## config.mk

```make
export PLATFORM = sky130hd
export DESIGN_NAME = csa_rr_arbiter
export DESIGN_NICKNAME = d
export VERILOG_FILES = /design/src/rtl/csa_rr_arbiter.sv
export SDC_FILE = /design/constraint.sdc
export NUM_CORES = 1
export LEC_CHECK = 0
export CAP_MARGIN = 20
export CORE_UTILIZATION = 35
export CTS_CLUSTER_DIAMETER = 60
export CTS_CLUSTER_SIZE = 10
export DETAILED_ROUTE_END_ITERATION = 10
export GPL_ROUTABILITY_DRIVEN = 0
export MAX_ROUTING_LAYER = met4
export PLACE_DENSITY = 0.87
export SETUP_SLACK_MARGIN = 0.15
export SYNTH_ARGS = -nofsm -noshare
export SYNTH_HDL_FRONTEND = slang
export SYNTH_HIERARCHICAL = 1
export SYNTH_SLANG_ARGS = --single-unit
```

## constraint.sdc

```tcl
create_clock -name clk -period 22.6 [get_ports clk]
set_input_delay 6.78 -clock clk [delete_from_list [all_inputs] [get_ports clk]]
set_output_delay 6.78 -clock clk [all_outputs]
set_load 0.01 [all_outputs]
```

## src/rtl/csa_rr_arbiter.sv

```systemverilog
// Round-robin arbiter that shares one 32-bit carry-skip adder between NREQ
// requesters; the result is held in a single registered response slot.

module csa_32bit (
    input  logic [31:0] i_a,
    input  logic [31:0] i_b,
    input  logic        i_cin,
    output logic [31:0] o_sum,
    output logic        o_cout
);
    // 4-bit ripple blocks; a fully propagating block forwards its carry-in.
    always_comb begin
        logic w_c;
        logic w_blk_cin;
        logic w_rc;
        logic w_blk_p;
        logic w_p;
        logic w_g;
        // NOTE: every variable gets a default first so no path leaves one unassigned (no latch).
        o_sum     = '0;
        w_c       = i_cin;
        w_blk_cin = 1'b0;
        w_rc      = 1'b0;
        w_blk_p   = 1'b0;
        w_p       = 1'b0;
        w_g       = 1'b0;
        for (int blk = 0; blk < 8; blk++) begin
            w_blk_cin = w_c;
            w_rc      = w_c;
            w_blk_p   = 1'b1;
            for (int bt = 0; bt < 4; bt++) begin
                w_p                 = i_a[blk*4+bt] ^ i_b[blk*4+bt];
                w_g                 = i_a[blk*4+bt] & i_b[blk*4+bt];
                o_sum[blk*4+bt]     = w_p ^ w_rc;
                w_rc                = w_g | (w_p & w_rc);
                w_blk_p             = w_blk_p & w_p;
            end
            w_c = w_blk_p ? w_blk_cin : w_rc;
        end
        o_cout = w_c;
    end
endmodule

module csa_rr_arbiter #(
    parameter int NREQ = 4,
    parameter int IDW  = 2
) (
    input  logic               clk,
    input  logic               rst,
    input  logic [NREQ-1:0]    req_valid,
    output logic [NREQ-1:0]    req_ready,
    input  logic [NREQ*32-1:0] req_a,
    input  logic [NREQ*32-1:0] req_b,
    input  logic [NREQ-1:0]    req_cin,
    output logic               rsp_valid,
    input  logic               rsp_ready,
    output logic [31:0]        rsp_sum,
    output logic               rsp_cout,
    output logic               rsp_ovf,
    output logic [IDW-1:0]     rsp_id
);
    logic [IDW-1:0]  r_ptr;
    logic            r_rsp_valid;
    logic [31:0]     r_rsp_sum;
    logic            r_rsp_cout;
    logic            r_rsp_ovf;
    logic [IDW-1:0]  r_rsp_id;

    logic [NREQ-1:0] w_grant;
    logic [IDW-1:0]  w_gnt_id;
    logic            w_found;
    logic            w_slot_free;
    logic            w_accept;
    logic [IDW-1:0]  w_ptr_next;
    logic [31:0]     w_a_arr [NREQ];
    logic [31:0]     w_b_arr [NREQ];
    logic [31:0]     w_a;
    logic [31:0]     w_b;
    logic            w_cin;
    logic [31:0]     w_sum;
    logic            w_cout;
    logic            w_ovf;

    for (genvar gi = 0; gi < NREQ; gi++) begin : g_unpack
        assign w_a_arr[gi] = req_a[gi*32 +: 32];
        assign w_b_arr[gi] = req_b[gi*32 +: 32];
    end

    // Search ptr, ptr+1, ... with modulo-NREQ wrap; first valid requester wins.
    always_comb begin
        logic [IDW:0] w_idx;
        w_grant  = '0;
        w_gnt_id = '0;
        w_found  = 1'b0;
        w_idx    = '0;
        for (int k = 0; k < NREQ; k++) begin
            w_idx = {1'b0, r_ptr} + (IDW+1)'(k);
            if (w_idx >= (IDW+1)'(NREQ)) begin
                w_idx = w_idx - (IDW+1)'(NREQ);
            end
            if (!w_found && req_valid[w_idx[IDW-1:0]]) begin
                w_found                   = 1'b1;
                w_grant[w_idx[IDW-1:0]]   = 1'b1;
                w_gnt_id                  = w_idx[IDW-1:0];
            end
        end
    end

    assign w_slot_free = !r_rsp_valid || rsp_ready;
    assign req_ready   = (w_slot_free && !rst) ? w_grant : '0;
    assign w_accept    = w_found && w_slot_free && !rst;
    assign w_ptr_next  = (w_gnt_id == IDW'(NREQ-1)) ? '0 : w_gnt_id + 1'b1;

    assign w_a   = w_a_arr[w_gnt_id];
    assign w_b   = w_b_arr[w_gnt_id];
    assign w_cin = req_cin[w_gnt_id];

    csa_32bit u_adder (
        .i_a    (w_a),
        .i_b    (w_b),
        .i_cin  (w_cin),
        .o_sum  (w_sum),
        .o_cout (w_cout)
    );

    assign w_ovf = (w_a[31] == w_b[31]) && (w_sum[31] != w_a[31]);

    // NOTE: sequential state uses non-blocking assignments so all registers update together.
    always_ff @(posedge clk) begin
        if (rst) begin
            r_ptr       <= '0;
            r_rsp_valid <= 1'b0;
            r_rsp_sum   <= '0;
            r_rsp_cout  <= 1'b0;
            r_rsp_ovf   <= 1'b0;
            r_rsp_id    <= '0;
        end else if (w_accept) begin
            r_ptr       <= w_ptr_next;
            r_rsp_valid <= 1'b1;
            r_rsp_sum   <= w_sum;
            r_rsp_cout  <= w_cout;
            r_rsp_ovf   <= w_ovf;
            r_rsp_id    <= w_gnt_id;
        end else if (rsp_ready) begin
            r_rsp_valid <= 1'b0;
        end
    end

    assign rsp_valid = r_rsp_valid;
    assign rsp_sum   = r_rsp_sum;
    assign rsp_cout  = r_rsp_cout;
    assign rsp_ovf   = r_rsp_ovf;
    assign rsp_id    = r_rsp_id;
endmodule

```

==> metrics.md <==
| Metric | Value |
|---|---|
| Status | finished clean |
| Critical Path Source Type | primary input |
| CP dominant cell by count | fa_2 |
| Type of the most critical hold path | reg2reg |
| #FFs+latches synth | 39 |
| Antenna Violating Nets Remaining | 0 |
| Worst Tran Pin Value | 0.773 ns |
| Layout area overhead | 80.1% |
| Initial DRC Count | 487 |
| CTS tree | built |
| FFs w/ async S/R, synth | 0% |
| Seq/Total Area, Yosys | 15.2% |
| Synth Warn # | 6 |
| Critical path endpoint category | flop |
| Syn Area/Cell | 7.37 sq um |
| Hold Crit Depth | 2 |
| WP data arrival | 22.38 ns |
| # IOs | 308 |
| Global-route wire length before repair | 33.9 mm |
| CP required | 22.74 ns |
| CP max-delay cell | mux4_2 |
| Worst-path fanout max | 27 |
| PD cells | 139 nW/um^2 |
| M1 GR Usage | 38.3% |
| R2R setup slack | 5.48 ns |
| DIE AREA | 15200 sq um |
| Most common cell after layout, fill and taps aside | clkdlybuf4s50_1 |
| Most Crowded Layer GR | met2 |
| Chip height | 123 um |
| Reg-to-Reg End | rsp_cout |
| Detail Placement HPWL | 17.5 mm |
| Met3 usage | 4.15% |
| DRT Pass-1 Iters | 5 |
| Sum of negative setup slack | 0 ns |
| Clk_lat worst skew | 0.28 ns |
| Post-synth cell types | 41 |
| Synth Instances | 698 |
| Worst r2r path cells | 80 |
| GRT Total Usage | 29.9% |
| Initial antenna violation count | 0 |
| Via count | 6649 |
| Hold_sp | rsp_sum[31] |
| DP Worst Slack | -0.901 ns |
| Vias/cell | 5.48 |
| Leak pwr | 3.80 nW |
| Fmax | 0.0450 GHz |
| Endpoint, Worst Hold | rsp_sum[31] |
| CTS Buf Count | 5 |
| Site Rows | 43 |
| Number of buffers added on ports | 307 |
| # H-tree levels | 2 |
| Final period util | 98.4% |
| Worst slew margin | 48.4% |
| Initial Util | 36.5% |
| Maximum vdd drop | 0.0725 mV |
| Clock Skews | 0.00889 ns |
| Crit path kind | in2reg |
| Final Critical Period | 22.24 ns |
| Clock buffer depth | 2 |
| Root buffer cell | clkbuf_16 |
| Largest net degree at the start of global routing | 76 |
| Unrepaired setup endpoints after global routing | true |
| Final hold vios | 0 |
| Core Region | 14100 sq um |
| Mapped Area | 5140 sq um |
| Final global-route overflow total | 0 |
| Max-Cap Viols | 0 |
| Commonest non-fill, non-tap cells in the layout | clkdlybuf4s50_1, nand2_1, buf_4 |
| Layout cells sized above 1 | 15.7% |
| Final wirelength | 22.9 mm |
| Nets | 1369 |
| Setup slack after layout | 0.359 ns |
| Wirelength per Cell | 18.9 um |
| Biggest cell delay along the critical path | 0.48 ns |
| Slew Limit Fails | 0 |
| Sink Count | 39 |
| Final Hold Slack | 0.471 ns |
| DRC Markers | 0 |
| M2 GR Usage | 47.7% |
| Top FF cell, synth | dfxtp_1 |
| Post-synth EDFFs | 0 |
| R2r startpoint | r_ptr[0] |
| Synth Net Count | 1036 |
| Final setup violation count | 0 |
| Clock transition at path regs | 0.06 ns |
| DIE WIDTH | 123 um |
| Number of global-route vias before repair | 6435 |
-- worst max path at each step --
stage / cells after the start / start / end
3_3_place_gp: 59 / req_valid[2] / rsp_ovf
6_report: 77 / req_valid[0] / rsp_cout
3_5_place_dp: 59 / req_valid[2] / rsp_ovf
5_1_grt: 79 / req_valid[0] / rsp_cout
2_1_floorplan: 60 / req_valid[2] / rsp_ovf
4_1_cts: 78 / req_valid[0] / rsp_cout
-- flip-flops by register name (all words and copies together) (netlist names) --
signal,cells
rsp_sum,32
r_ptr,2
rsp_id,2
rsp_cout,1
rsp_ovf,1
rsp_valid,1
-- cells by family (layout without fill, tap and decap cells) --
kind of cell    count (synthesis)  after routing  share of synthesized area (%)
compound gates                188            188                           24.5
fa+ha+maj                      71             71                           21.9
buf+inv                        76            409                           5.81
flops                          39             39                           15.2
mux                            19             19                           4.33
other cells                     0              1                              0
simple gates                  305            306                           28.2
-- stage by stage --
step	power (mW)	std cells	cell area, sq um	utilization, %
2_1_floorplan	0.633	698	5210	-
3_3_place_gp	0.938	1172	8640	61.3
3_5_place_dp	0.962	1172	8640	61.3
4_1_cts	1.15	1204	9020	64.0
5_1_grt	1.39	1212	9260	65.7
6_report	1.29	1213	9270	65.7
-- where the power goes --
| group | switching [mW] | leakage, nW | internal (mW) |
|---|---|---|---|
| clock network | 0.0293 | 0.0838 | 0.0521 |
| logic | 0.554 | 3.39 | 0.535 |
| registers | 0.0180 | 0.325 | 0.0985 |
-- repair_timing --
| action | 4_1_cts | 5_1_grt |
|---|---|---|
| setup buffers | 24 | 7 |
| hold buffers | 0 | 0 |
| pin swaps | 2 | 15 |
| setup endpoints to repair | 3 | 3 |
| gates cloned | 0 | 1 |
| resized for setup | 20 | 70 |
-- per-layer routing --
layer	vias to the layer above	share of wire (%)
met1	3132	41
met3	56	6.5
met5	-	0
li1	3150	-
met4	0	3.7
met2	311	49
-- cell usage after synthesis (8+ instances only) --
master    number  area, sq um
mux2i_1       14          140
ha_1          39          488
nor2_1        17         63.8
and3_1        64          400
inv_1         13         48.8
clkbuf_1      48          180
fa_1          32          641
nand2b_1      38          238
dfxtp_1       39          781
a211oi_1      66          495
a31oi_1       63          394
buf_2          8         40.0
nand2_1      168          631
o21ai_0       35          175
-- area by class of cell --
cell class              instances  area, sq um
inverters                      13         48.8
well taps                     180          225
clock inverters                 3         43.8
fillers                      1118         4830
flip-flops and latches         39          781
clock buffers                   5          125
multi-input cells             584         4300
repair buffers                388         3740
diodes                          1         2.50
-- critical path, delay by kind of cell --
family | cells | cell delay, ns
and+or+nand+nor | 11 | 1.35
AOI/OAI and AO/OA | 7 | 1.04
muxes | 4 | 1.17
adders and majority gates | 25 | 8.85
buffers and inverters | 30 | 3.11
Power figures use the tool's default switching activity.
